[config.mk]
export PLATFORM = sky130hd
export DESIGN_NAME = player_ctrl
export DESIGN_NICKNAME = d
export VERILOG_FILES = /design/src/rtl/player_pkg.sv /design/src/rtl/btn_edge.sv /design/src/rtl/player_ctrl.sv
export SDC_FILE = /design/constraint.sdc
export NUM_CORES = 1
export LEC_CHECK = 0
export BUFFER_PORTS_ARGS = -buffer_cell sky130_fd_sc_hd__buf_2
export CORE_ASPECT_RATIO = 1.5
export CORE_MARGIN = 1.5
export CORE_UTILIZATION = 50
export DETAILED_ROUTE_END_ITERATION = 12
export GPL_TIMING_DRIVEN = 1
export HOLD_SLACK_MARGIN = 0.06
export PLACE_DENSITY = 0.72
export SLEW_MARGIN = 25
export SYNTH_ARGS = -nofsm -noshare
export SYNTH_HDL_FRONTEND = slang
export SYNTH_SLANG_ARGS = --single-unit
[constraint.sdc]
create_clock -name clk -period 11.3 [get_ports clk]
set_input_delay 0.565 -clock clk [delete_from_list [all_inputs] [get_ports clk]]
set_output_delay 0.565 -clock clk [all_outputs]
set_load 0.005 [all_outputs]
[src/rtl/player_pkg.sv]
// Shared types and constants for the maze player controller.
// Teleport pairs are only reachable when PLAYER_CTRL_TP_EN is defined.
package player_pkg;

  localparam int GRID_COLS = 20;
  localparam int GRID_ROWS = 16;

  localparam logic [4:0] START_COL = 5'd0;
  localparam logic [3:0] START_ROW = 4'd0;
  localparam logic [4:0] COL_MAX   = 5'(GRID_COLS - 1);
  localparam logic [3:0] ROW_MAX   = 4'(GRID_ROWS - 1);

  typedef enum logic [2:0] {
    S_PLAY  = 3'd0,
    S_CHECK = 3'd1,
    S_DEAD  = 3'd2,
    S_WIN   = 3'd3
`ifdef PLAYER_CTRL_TP_EN
    , S_TP  = 3'd4
`endif
  } state_t;

  typedef struct packed {
    logic [4:0] col;
    logic [3:0] row;
  } cell_t;

  typedef struct packed {
    logic  hit;
    cell_t dst;
  } tp_res_t;

  localparam cell_t TP_A0 = '{col: 5'd7,  row: 4'd5};
  localparam cell_t TP_A1 = '{col: 5'd13, row: 4'd3};
  localparam cell_t TP_B0 = '{col: 5'd0,  row: 4'd15};
  localparam cell_t TP_B1 = '{col: 5'd9,  row: 4'd8};

  // Pairs are symmetric: either end jumps to the other.
  function automatic tp_res_t tp_lookup(input cell_t src);
    tp_res_t r;
    r.hit = 1'b1;
    r.dst = src;
    case (src)
      TP_A0:   r.dst = TP_A1;
      TP_A1:   r.dst = TP_A0;
      TP_B0:   r.dst = TP_B1;
      TP_B1:   r.dst = TP_B0;
      default: r.hit = 1'b0;
    endcase
    return r;
  endfunction

endpackage

[src/rtl/btn_edge.sv]
// Registered rising-edge detector for the debounced key levels.
module btn_edge #(
  parameter int W = 4
) (
  input  logic         clk,
  input  logic         reset,
  input  logic [W-1:0] level,
  output logic [W-1:0] rise
);

  logic [W-1:0] prev;

  always_ff @(posedge clk) begin
    if (reset) begin
      prev <= '0;
      rise <= '0;
    end else begin
      prev <= level;
      rise <= level & ~prev;
    end
  end

endmodule

[src/rtl/player_ctrl.sv]
// Player position controller: key presses to cell moves, box output, death/teleport/win.
// Teleport behaviour is compiled in only when PLAYER_CTRL_TP_EN is defined.
//
//   state   | meaning
//   S_PLAY  | waiting for a key press
//   S_CHECK | box shows new cell, classifier flags evaluated
//   S_TP    | jump to the paired teleport cell
//   S_DEAD  | death timer running, respawn at terminal count
//   S_WIN   | goal reached, hold until restart
module player_ctrl
  import player_pkg::*;
#(
  parameter int CELL_W      = 32,
  parameter int CELL_H      = 30,
  parameter int BOX         = 16,
  parameter int DEAD_CYCLES = 25_000_000
) (
  input  logic       clk,
  input  logic       reset,
  input  logic [3:0] btn,
  input  logic [3:0] wall,
  input  logic       restart,
  input  logic       startblk,
  input  logic       tpblks,
  input  logic       lavablks,
  input  logic       goalblk,
  output logic [9:0] xFlr,
  output logic [9:0] xCeil,
  output logic [9:0] yFlr,
  output logic [9:0] yCeil,
  output logic       dead,
  output logic       won,
  output logic [7:0] deaths
);

  localparam int CW    = $clog2(DEAD_CYCLES + 1);
  localparam int X_OFF = (CELL_W - BOX) / 2;
  localparam int Y_OFF = (CELL_H - BOX) / 2;

  function automatic logic [9:0] x_floor(input logic [4:0] c);
    return 10'(10'(c) * 10'(CELL_W) + 10'(X_OFF));
  endfunction

  function automatic logic [9:0] y_floor(input logic [3:0] r);
    return 10'(10'(r) * 10'(CELL_H) + 10'(Y_OFF));
  endfunction

  state_t        state, state_nxt;
  logic [4:0]    col, col_nxt;
  logic [3:0]    row, row_nxt;
  logic [7:0]    deaths_nxt;
  logic [CW-1:0] cnt, cnt_nxt;
  logic [3:0]    press;

  // startblk carries no consequence here; the respawn cell is fixed.
  logic unused_flags;
  assign unused_flags = startblk;

`ifdef PLAYER_CTRL_TP_EN
  logic    tp_armed, tp_armed_nxt;
  tp_res_t tp_res;
  assign tp_res = tp_lookup('{col: col, row: row});
`else
  logic unused_tp;
  assign unused_tp = tpblks;
`endif

  btn_edge #(.W(4)) u_btn_edge (
    .clk   (clk),
    .reset (reset),
    .level (btn),
    .rise  (press)
  );

  always_ff @(posedge clk) begin
    if (reset) begin
      state  <= S_PLAY;
      col    <= START_COL;
      row    <= START_ROW;
      deaths <= '0;
      cnt    <= '0;
      xFlr   <= x_floor(START_COL);
      xCeil  <= 10'(x_floor(START_COL) + 10'(BOX));
      yFlr   <= y_floor(START_ROW);
      yCeil  <= 10'(y_floor(START_ROW) + 10'(BOX));
`ifdef PLAYER_CTRL_TP_EN
      tp_armed <= 1'b1;
`endif
    end else begin
      state  <= state_nxt;
      col    <= col_nxt;
      row    <= row_nxt;
      deaths <= deaths_nxt;
      cnt    <= cnt_nxt;
      // Box follows the next-cell value so it lands together with col/row.
      xFlr   <= x_floor(col_nxt);
      xCeil  <= 10'(x_floor(col_nxt) + 10'(BOX));
      yFlr   <= y_floor(row_nxt);
      yCeil  <= 10'(y_floor(row_nxt) + 10'(BOX));
`ifdef PLAYER_CTRL_TP_EN
      tp_armed <= tp_armed_nxt;
`endif
    end
  end

  always_comb begin
    state_nxt  = state;
    col_nxt    = col;
    row_nxt    = row;
    deaths_nxt = deaths;
    cnt_nxt    = cnt;
`ifdef PLAYER_CTRL_TP_EN
    tp_armed_nxt = tp_armed;
`endif
    if (restart) begin
      state_nxt  = S_PLAY;
      col_nxt    = START_COL;
      row_nxt    = START_ROW;
      deaths_nxt = '0;
      cnt_nxt    = '0;
`ifdef PLAYER_CTRL_TP_EN
      tp_armed_nxt = 1'b1;
`endif
    end else begin
      case (state)
        S_PLAY: begin
          // The highest-priority press wins even if it is blocked.
          if (press[3]) begin
            if (!wall[3] && row != '0) begin
              row_nxt   = row - 4'd1;
              state_nxt = S_CHECK;
            end
          end else if (press[2]) begin
            if (!wall[2] && row != ROW_MAX) begin
              row_nxt   = row + 4'd1;
              state_nxt = S_CHECK;
            end
          end else if (press[1]) begin
            if (!wall[1] && col != '0) begin
              col_nxt   = col - 5'd1;
              state_nxt = S_CHECK;
            end
          end else if (press[0]) begin
            if (!wall[0] && col != COL_MAX) begin
              col_nxt   = col + 5'd1;
              state_nxt = S_CHECK;
            end
          end
        end
        S_CHECK: begin
`ifdef PLAYER_CTRL_TP_EN
          if (!tpblks) tp_armed_nxt = 1'b1;
`endif
          if (goalblk) begin
            state_nxt = S_WIN;
          end else if (lavablks) begin
            state_nxt = S_DEAD;
            cnt_nxt   = CW'(DEAD_CYCLES - 1);
            if (deaths != 8'hFF) deaths_nxt = deaths + 8'd1;
`ifdef PLAYER_CTRL_TP_EN
          end else if (tpblks && tp_armed) begin
            state_nxt = S_TP;
`endif
          end else begin
            state_nxt = S_PLAY;
          end
        end
`ifdef PLAYER_CTRL_TP_EN
        S_TP: begin
          if (tp_res.hit) begin
            col_nxt = tp_res.dst.col;
            row_nxt = tp_res.dst.row;
          end
          tp_armed_nxt = 1'b0;
          state_nxt    = S_PLAY;
        end
`endif
        S_DEAD: begin
          if (cnt == '0) begin
            col_nxt   = START_COL;
            row_nxt   = START_ROW;
            state_nxt = S_PLAY;
          end else begin
            cnt_nxt = cnt - CW'(1);
          end
        end
        S_WIN:   state_nxt = S_WIN;
        default: state_nxt = S_PLAY;
      endcase
    end
  end

  assign dead = (state == S_DEAD);
  assign won  = (state == S_WIN);

endmodule

# After elaboration in Yosys (flattened, before gate mapping)
# Index checks and enable logic that the tools add are counted.
# totals
reg_bits	93
input_bits	15
out_inout_bits	50
# op_classes
n_addsub	10
mul	1
eq_ne	15
mux	32
bitwise_logic	3
reduce_logical	17
# op_table
op	n
two-way mux 25 bit	3
one-hot mux 25 bit (2 select lines)	1
two-way mux 5 bit	8
two-way mux 3 bit	9
zero test 25 bit	1
subtractor 25 x 1 -> 25 bit (second input constant)	1
two-way mux 4 bit	6
adder 10 x 5 -> 10 bit (second input constant)	2
one-hot mux 3 bit (4 select lines)	1
adder 10 x 4 -> 10 bit (second input constant)	1
adder 9 x 3 -> 10 bit (second input constant)	1
one-hot mux 5 bit (2 select lines)	1
adder 8 x 1 -> 8 bit (second input constant)	1
multiplier 4 x 4 -> 8 bit (second input constant)	1
!= test 8 bit (second input constant)	1
one-hot mux 4 bit (2 select lines)	1
AND reduction 4 bit	2
== test 3 x 2 -> 1 bit (second input constant)	2
!= test 2 bit (second input constant)	3
AND reduction 6 bit	1
adder 5 x 1 -> 5 bit (second input constant)	1
!= test 5 x 1 -> 1 bit (second input constant)	1
!= test 5 x 2 -> 1 bit (second input constant)	1
!= test 5 x 3 -> 1 bit (second input constant)	1
other kinds (20)	27

# Depth between registers and ports, before layout
# Gate-level depths: netlist (run 1).
# logic_depth
word_depth	11
ltp_mapped	22
mapped_depth_nobuf	20

# Modules after synthesis
# Synthesis (run 1) repeated with hierarchy kept, for this count alone.
# unflattened
cells_unflattened	425
hier_area_um2	3719.8
# modules_own_cells
module	n_inst	cells_each	area_each_um2
player_ctrl	1	409	3499.6
btn_edge	1	16	220.2

# Worst setup path before layout (run 1)
# Ideal clock, no wire load.
# synth_path
path_kind	reg-to-reg
start	register cnt[8]
end	register yCeil[7]
setup_ps	121
arrival_time_ps	5214
required_ps	11179
setup_slack_ps	5965
stages_incl_launch_ff	20
synth_period_minus_slack_ps	5335
cell_sequence	dfxtp_1 or4_4 or4_1 clkbuf_2 o21ai_0 nand2b_1 o2bb2ai_1 nand2b_1 inv_1 fa_1 fa_1 inv_1 fa_1 xnor2_1 and3b_1 clkbuf_1 nor4b_1 a311oi_2 a311oi_1 mux2_2
# synth_via
elab_chain_cells	7
# synth_lines
item	line_no	source
start: declaration	player_ctrl.sv:52	logic [CW-1:0] cnt, cnt_nxt;
start signal: assignment	player_ctrl.sv:94	cnt <= cnt_nxt;
zero test 25 bit	player_ctrl.sv:179	if (cnt == '0) begin
two-way mux 4 bit	player_ctrl.sv:179	
one-hot mux 4 bit (2 select lines)	player_ctrl.sv:125	case (state)
two-way mux 4 bit	player_ctrl.sv:115	if (restart) begin
named net row_nxt[2]	player_ctrl.sv:50	logic [3:0] row, row_nxt;
multiplier 4 x 4 -> 8 bit	player_ctrl.sv:45	return 10'(10'(r) * 10'(CELL_H) + 10'(Y_OFF));
adder 9 x 3 -> 10 bit	player_ctrl.sv:45	
adder 10 x 5 -> 10 bit	player_ctrl.sv:99	yCeil <= 10'(y_floor(row_nxt) + 10'(BOX));
end signal: assignment	player_ctrl.sv:85	yCeil <= 10'(y_floor(START_ROW) + 10'(BOX));
end signal: assignment	player_ctrl.sv:99	
end: declaration	player_ctrl.sv:30	output logic [9:0] yCeil,
# The timed path passes the listed nets, and every way through them passes these cells.
# A chain may end at the register's enable or synchronous reset.

# Worst setup path in the final report (run 1)
# Ends and elaborated chain as after synthesis.

==> results of run 1 <==
[worst max-delay path: stages, from the launching register on]
cell,delay (ps)
dfxtp_1,360
or4_4,570
or4_1,670
o21ai_0,210
nand2b_1,160
o2bb2ai_1,160
nand2b_1,210
inv_1,130
fa_1,540
fa_1,450
ha_1,290
a21o_1,110
a21oi_1,90
xnor2_1,700
nor2b_1,210
nand4_1,170
a311oi_1,440
mux2_2,380
[layout by cell type (no fill, tap or decap), types with 6 or more instances in the layout]
cell	n
nor2_1	41
o21ai_0	11
conb_1	12
nor2b_1	15
xnor2_1	21
buf_2	50
nor4_1	7
nor3_1	15
fa_1	6
mux2i_1	7
inv_1	21
nand2_1	20
nand2b_1	9
ha_1	20
nand3_1	7
a31oi_1	7
clkbuf_8	10
xor2_1	14
dfxtp_1	65
a21oi_1	27
[through the flow]
step / util / cells / hold slack (ps)
6_report: 0.562 / 553 / 385
5_1_grt: 0.562 / 553 / 409
4_1_cts: 0.562 / 553 / 386
3_5_place_dp: 0.535 / 538 / 377
3_3_place_gp: 0.535 / 538 / 372
2_1_floorplan: - / 426 / 367
[cell type report]
cell class	count	share of cell area
multi-input combinational	301	0.516
sequential	65	0.323
timing repair buffer	50	0.0621
clock buffer	10	0.0341
tap	100	0.0310
inverter	22	0.0205
clock inverter	5	0.0140
[cell families (layout without fill, tap and decap cells)]
logic type                 Yosys count  in the layout
DFF                                 65             65
muxes                                8              8
buffers and inverters               60             87
adders and majority gates           26             26
AOI/OAI and AO/OA                   71             71
and+or+nand+nor                    148            148
other                                2             12
xor gates and xnor gates            36             36
[power by group]
| part | internal, W | leakage (nW) | switching, W | total (W) |
|---|---|---|---|---|
| Sequential | 0.000234 | 0.526 | 0.00000578 | 0.000240 |
| Combinational | 0.0000201 | 1.15 | 0.0000295 | 0.0000497 |
| Clock | 0.000106 | 0.0981 | 0.0000877 | 0.000194 |
[how the worst max path moves through the flow]
stage                     endpoint  slack [ps]  cells after the start
after floorplan           yCeil[7]        5970                     19
after global placement    yCeil[7]        5490                     17
after detailed placement  yCeil[7]        5370                     17
after CTS                 yCeil[7]        5340                     17
after global routing      yCeil[7]        5090                     17
final                     yCeil[7]        5320                     17
[layer usage]
| metal | global-route usage | share of wire |
|---|---|---|
| met5 | 0 | 0 |
| met4 | 0.109 | 0.024 |
| met3 | 0.0356 | 0.025 |
| met2 | 0.372 | 0.55 |
| met1 | 0.208 | 0.40 |
[sequential cells by signal (all words and copies together), names as in the netlist]
signal / cells
cnt: 25
deaths: 8
row: 4
state: 2
u_btn_edge.prev: 4
u_btn_edge.rise: 4
xFlr: 5
yCeil: 5
yFlr: 8
==> flow_summary.yaml, run 1 <==
global_route:
  grt_max_degree: 33
  antenna_found_initial: 0
  grt_overflow_total: 0
  first_global_vias: 2862
  gr-usage-all-layers: 0.201
  grt_pass1_wl_um: 12400
clock_network:
  numCtsBuffers: 9
  cts_buffer_depth: 2
  numClockSinks: 65
  htree_levels: 3
  cts_tree: "done"
  holdBufCountCts: 0
  root_buffer: "clkbuf_8"
  clk_latency_ps: 340
  path_clk_slew_ps: 70
  postCtsSetupBuffers: 0
  cts-resized-gates: 0
floorplan:
  fp.dieH_um: 108
  die_x_um: 72.9
  initial_core_util: 0.511
  die_area_sq_um: 7870
  core_area_sq_um: 7180
  ios: 65
  num_rows: 38
worst_setup_path:
  reg2reg_depth: 17
  path_class: "reg2reg"
  startpoint: "cnt[8]"
  end_kind: "flip-flop"
  rrSetupSlack_ps: 5320
  worst_ep_required_time_ps: 11530
  cp_max_fo: 9
  r2r_end: "yCeil[7]"
  arrival_ps: 6210
  cp-start-kind: "flip-flop"
  rr_startpoint: "cnt[8]"
synthesis:
  synthMuxAreaShare: 0.0222
  netlist_area_sq_um: 3670
  synth_cells: 416
  yosysWarnings: 0
  synth-seq-cells: 65
  synth-compound-area-share: 0.126
  yosys.area_share.simple: 0.215
  synth-main-ff-cell: "dfxtp_1"
  synthAdderAreaFrac: 0.101
  yosysMostFrequentCell: "dfxtp_1"
  synth.distinct_cells: 57
  synth_area_leaders: "dfxtp_1 35%, ha_1 6.8%, xnor2_1 5.0%, buf_4 4.7%, nor2_1 4.2%"
  ys_seq_area_frac: 0.355
  synth-xor-area-share: 0.0901
  syn_avg_cell_area_sq_um: 8.82
  synth_edf_count: 0
  synth_top_family_by_area: "simple AND/OR/NAND/NOR gates"
  yosysTopAreaCellShare: 0.355
  async_flop_share: 0
  synthTopCellsByCount: "65 x dfxtp_1, 41 x nor2_1, 27 x a21oi_1"
  synth_top_area_cell: "dfxtp_1"
timing:
  fmax_mhz: 167
  min_period_ps: 5980
  period_share: 0.529
  setup_tns_ps: 0
  max_slew_margin: 0.417
  tightest_slew_ps: 869
  skew_ps: 5.97
  setup_ws_ps: 5320
  hold_viol_final: 0
  setup_viol: 0
  rsz0062_at_grt: "false"
  slew_viol_final: 0
finish:
  drive_gt1_frac: 0.181
  area.sequential_sq_um: 1300
  design_area_sq_um: 4030
  nets: 490
  multiInputGateArea_sq_um: 2080
  synthToLayoutAreaGrowth_pct: 9.96
  antenna_cells: 0
  fillers: 671
place:
  port-buffer-count: 50
  place.gp.congestion: 0.847
  place_area_sq_um: 3840
  hpwl_um: 5490
  place_ws_ps: 5370
drt:
  wl_per_cell_um: 13.2
  vias_per_cell: 5.21
  num_vias: 2880
  dr.pass1.iters: 4
  finalWirelength_um: 7290
  drt_iter0_markers: 152
  drtAntennaViolNets: 0
  drc: 0
power_and_ir_drop:
  vdd_drop_max_mv: 0.0648
  static-leakage-power_nw: 1.77
  power_density_nw_per_um2: 120
  p_total_w: 0.000483
run:
  maxCapViolations: 0
worst_hold_path:
  worstHoldEndpoint: "u_btn_edge.rise[2]"
  min_path_type: "reg2reg"
  hold_depth: 1
  holdCritStartpoint: "u_btn_edge.prev[2]"
status:
  status: "complete, no violations"
(Power assumes the default switching activity.)
==> run 2: changes to the inputs <==
- clock period: 11.3 -> 5.8 ns (I/O delays scaled with it)
==> flow_summary.yaml, run 2 (synthesized netlist as in run 1, its figures left out) <==
floorplan:
  die_x_um: 72.9
  initial_core_util: 0.511
  num_rows: 38
  die_area_sq_um: 7870
  core_area_sq_um: 7180
  ios: 65
  fp.dieH_um: 108
finish:
  instances_no_fill: 558
  reg_top3: "cnt (25), deaths (8), yFlr (8)"
  final_cell_mix: "65 x dfxtp_1, 50 x buf_2, 41 x nor2_1"
  drive_gt1_frac: 0.199
  fillers: 678
  antenna_cells: 0
  top_register: "cnt"
  nets: 494
  area.sequential_sq_um: 1300
  synthToLayoutAreaGrowth_pct: 11.6
  largest_register_ffs: 25
  multiInputGateArea_sq_um: 2100
  design_area_sq_um: 4090
  layout_commonest_cell: "dfxtp_1"
place:
  port-buffer-count: 50
  place.gp.congestion: 0.826
  hpwl_um: 5400
  place_area_sq_um: 3870
  dpl.cell_count: 542
power_and_ir_drop:
  p_clk_frac: 0.409
  combPwrFrac: 0.108
  sw_frac_of_total: 0.264
  power_density_nw_per_um2: 236
  switchingPower_w: 0.000255
  static-leakage-power_nw: 1.80
  vdd_drop_max_mv: 0.185
  p_int_w: 0.000711
  p_seq_frac: 0.483
timing:
  tightest_slew_ps: 649
  hold_viol_final: 0
  max_slew_margin: 0.567
  skew_ps: 8.87
  min_period_ps: 5430
  rsz0062_at_grt: "false"
  fmax_mhz: 184
  fin_hold_ws_ps: 176
  setup_tns_ps: 0
  slew_viol_final: 0
  setup_viol: 0
  period_share: 0.936
global_route:
  grt_max_degree: 33
  grt_overflow_total: 0
  first_global_vias: 2724
  antenna_found_initial: 0
  grt_pass1_wl_um: 12000
  gr-usage-all-layers: 0.195
worst_setup_path:
  reg2reg_depth: 16
  arrival_ps: 5670
  cp_max_fo: 9
  path_class: "reg2reg"
  cp-start-kind: "flip-flop"
  end_kind: "flip-flop"
  worst_ep_required_time_ps: 6040
clock_network:
  htree_levels: 3
  numCtsBuffers: 9
  numClockSinks: 65
  cts_buffer_depth: 2
  holdBufCountCts: 0
  clk_latency_ps: 350
  path_clk_slew_ps: 80
  postCtsSetupBuffers: 0
  cts_tree: "done"
  root_buffer: "clkbuf_8"
drt:
  dr.pass1.iters: 4
  drtAntennaViolNets: 0
  drc: 0
  num_vias: 2894
  finalWirelength_um: 7360
  wl_per_cell_um: 13.2
  drt_iter0_markers: 111
  vias_per_cell: 5.19
worst_hold_path:
  min_path_type: "in2reg"
  hold_depth: 2
status:
  status: "complete, no violations"
run:
  maxCapViolations: 0
run 2: power by group through the flow:
stage          sequential, W  combinational, W  clock (W)
2_1_floorplan       0.000473         0.0000870          0
3_3_place_gp        0.000477          0.000101          0
3_5_place_dp        0.000477          0.000103          0
4_1_cts             0.000467          0.000104   0.000403
5_1_grt             0.000469          0.000117   0.000422
6_report            0.000467          0.000104   0.000395
run 2: final cells by class:
cell class                 instances  share of cell area
timing repair buffer              54              0.0685
clock buffer                      10              0.0336
tap                              100              0.0306
clock inverter                     6              0.0162
multi-input combinational        301               0.513
sequential                        65               0.318
inverter                          22              0.0202
run 2: worst paths after layout:
path | endpoint | slack (ps) | startpoint
setup reg to reg | yCeil[7] | 370 | cnt[8]
hold reg to reg | u_btn_edge.rise[3] | 380 | u_btn_edge.prev[3]
hold / removal | u_btn_edge.prev[0] | 180 | btn[0]
setup / recovery | yCeil[7] | 370 | cnt[8]
run 2: critical path, cell delays in order (launching register included):
cell and delay, ps:
dfxtp_1 360, or4_4 560, or4_1 560, buf_4 180
o211ai_1 220, a31o_2 240, inv_2 80, fa_1 590
fa_1 460, ha_1 290, a21o_1 160, a21oi_1 280
xnor2_2 280, nor2b_1 190, nand4_1 160, a311oi_1 350
mux2_2 370
run 2: metrics by stage:
step	utilization	setup WS, ps	power [W]
after floorplan	-	465	0.000560
after global placement	0.539	297	0.000578
after detailed placement	0.539	260	0.000580
after CTS	0.567	224	0.000974
after global routing	0.570	55.9	0.00101
final	0.570	372	0.000966
run 2: repair_timing:
item,4_1_cts,5_1_grt
hold endpoints to repair,0,0
gates resized for setup,0,4
setup endpoints to repair,0,1
run 2: routing by layer:
| metal | up-vias | wire length [um] | track usage | part of all wire |
|---|---|---|---|---|
| met5 | - | 0 | 0 | 0 |
| met4 | 0 | 167 | 0.0863 | 0.023 |
| met3 | 15 | 218 | 0.0478 | 0.030 |
| met2 | 47 | 3920 | 0.349 | 0.53 |
| met1 | 1367 | 3060 | 0.213 | 0.42 |
| li1 | 1465 | - | - | - |
==> run 3: changes to the inputs <==
- ABC_AREA: not set -> 1
- PLACE_DENSITY: 0.72 -> 0.71
==> flow_summary.yaml, run 3 <==
place:
  hpwl_um: 6760
  place.gp.congestion: 0.903
  port-buffer-count: 50
synthesis:
  synth-seq-cells: 65
  netlist_area_sq_um: 4030
  synth_cells: 543
  yosysMostFrequentCell: "nor2_1"
  yosysTopAreaCellShare: 0.323
  syn_avg_cell_area_sq_um: 7.42
  synth-main-ff-cell: "dfxtp_1"
  async_flop_share: 0
  synth.distinct_cells: 46
  synth_top_area_cell: "dfxtp_1"
  yosysWarnings: 0
  synth_area_leaders: "dfxtp_1 32%, nor2_1 7.9%, inv_1 7.2%, ha_1 6.2%, nand2_1 5.4%"
  synthTopCellsByCount: "85 x nor2_1, 77 x inv_1, 65 x dfxtp_1"
  synth_edf_count: 0
  ys_seq_area_frac: 0.323
status:
  status: "complete, no violations"
worst_hold_path:
  holdCritStartpoint: "btn[0]"
  min_path_type: "in2reg"
  worstHoldEndpoint: "u_btn_edge.prev[0]"
  hold_depth: 3
finish:
  synthToLayoutAreaGrowth_pct: 13.3
  fillers: 761
  top_register: "cnt"
  largest_register_ffs: 25
  layout_commonest_cell: "nor2_1"
  antenna_cells: 0
  final_util: 0.592
  reg_top3: "cnt (25), deaths (8), yFlr (8)"
  final_cell_mix: "85 x nor2_1, 77 x inv_1, 65 x dfxtp_1"
  nets: 627
  drive_gt1_frac: 0.196
clock_network:
  numCtsBuffers: 9
  cts-resized-gates: 0
  numClockSinks: 65
  htree_levels: 3
  cts_buffer_depth: 2
  path_clk_slew_ps: 50
  cts_tree: "done"
  holdBufCountCts: 0
  root_buffer: "clkbuf_16"
  postCtsSetupBuffers: 0
  clk_latency_ps: 340
floorplan:
  fp.dieH_um: 113
  num_rows: 39
  die_area_sq_um: 8620
  core_area_sq_um: 7710
  ios: 65
  initial_core_util: 0.523
  die_x_um: 76.3
drt:
  drtAntennaViolNets: 0
  num_vias: 3585
  wl_per_cell_um: 12.7
  dr.pass1.iters: 4
  finalWirelength_um: 8790
  vias_per_cell: 5.17
  drc: 0
  drt_iter0_markers: 157
power_and_ir_drop:
  static-leakage-power_nw: 2.32
  vdd_drop_max_mv: 0.196
  power_density_nw_per_um2: 268
run:
  maxCapViolations: 0
global_route:
  grt_max_degree: 27
  grt_pass1_wl_um: 14800
  gr-usage-all-layers: 0.216
  first_global_vias: 3395
  grt_overflow_total: 0
  antenna_found_initial: 0
worst_setup_path:
  startpoint: "cnt[0]"
  worst_ep_required_time_ps: 6020
  r2r_end: "yCeil[6]"
  cp-start-kind: "flip-flop"
  rr_startpoint: "cnt[0]"
  reg2reg_depth: 26
  arrival_ps: 5080
  crit_top_cell: "inv_1"
  cp_slowest_cell: "fa_1"
  path_class: "reg2reg"
  slowest_delay_ps: 530
  cp_max_fo: 4
  end_kind: "flip-flop"
  rrSetupSlack_ps: 940
timing:
  setup_viol: 0
  fmax_mhz: 206
  max_slew_margin: 0.513
  min_period_ps: 4860
  slew_viol_final: 0
  setup_tns_ps: 0
  rsz0062_at_grt: "false"
  hold_viol_final: 0
  period_share: 0.838
  skew_ps: 5.14
  tightest_slew_ps: 728
run 3: cell types whose count changed after synthesis, sizes merged, moves of 15 or more:
cell	delta
xnor2	-18
inv	+61
nor2b	-15
nor2	+58
nand2	+50
nand3	+20
o21ai	+20
run 3: kinds of logic (layout without fill, tap and decap cells):
| group | after synthesis | after routing | share of synthesized area |
|---|---|---|---|
| AND/OR/NAND/NOR | 232 | 232 | 0.297 |
| buffers and inverters | 114 | 152 | 0.133 |
| AO/OA/AOI/OAI | 95 | 95 | 0.134 |
| flip-flops | 65 | 65 | 0.323 |
| adder cells (fa/ha/maj) | 26 | 26 | 0.0919 |
| XOR/XNOR | 9 | 9 | 0.0196 |
| other | 2 | 12 | 0.00186 |
run 3: worst max-delay path by stage:
| stage | end | slack, ps | depth (start not counted) |
|---|---|---|---|
| after detailed placement | yCeil[6] | 1040 | 26 |
| after global placement | yCeil[7] | 1070 | 30 |
| after CTS | yCeil[6] | 1000 | 26 |
| final | yCeil[6] | 940 | 26 |
| after global routing | yCeil[9] | 490 | 31 |
| after floorplan | yCeil[6] | 1550 | 26 |
run 3: metrics by stage:
stage	instance area, sq um	instances	setup slack (ps)	hold slack (ps)	total power (W)
6_report	4570	693	942	169	0.00122
5_1_grt	4570	693	491	184	0.00127
4_1_cts	4570	693	995	165	0.00124
3_5_place_dp	4240	677	1040	386	0.000647
3_3_place_gp	4240	677	1070	379	0.000643
2_1_floorplan	4070	553	1550	374	0.000612
run 3: cell type report:
cell class	count	area [sq um]	area share
repair buffers	51	258	0.0565
clock inverters	4	76.3	0.0167
clock buffers	12	246	0.0540
multi-input cells	374	2230	0.488
flip-flops and latches	65	1300	0.285
inverters	85	327	0.0715
well taps	102	128	0.0280
run 3: layer usage:
metal | share of wire | vias up | track usage
met5 | 0 | - | 0
met1 | 0.39 | 1690 | 0.214
li1 | - | 1809 | -
met3 | 0.028 | 24 | 0.0363
met2 | 0.55 | 62 | 0.410
met4 | 0.036 | 0 | 0.141
run 3: power breakdown:
group / leakage (nW) / internal, W / switching, W / total [W]
sequential: 0.527 / 0.000461 / 0.0000118 / 0.000473
combinational: 1.64 / 0.0000596 / 0.000107 / 0.000166
clock: 0.153 / 0.000389 / 0.000197 / 0.000586
total: 2.32 / 0.000909 / 0.000315 / 0.00122
run 3: critical path, delay by kind of cell (launching register included):
kind | cells | cell delay (ps)
fa+ha+maj | 4 | 1710
simple gates | 10 | 1340
buf+inv | 7 | 680
compound gates | 4 | 410
flops | 1 | 370
xor+xnor | 1 | 240
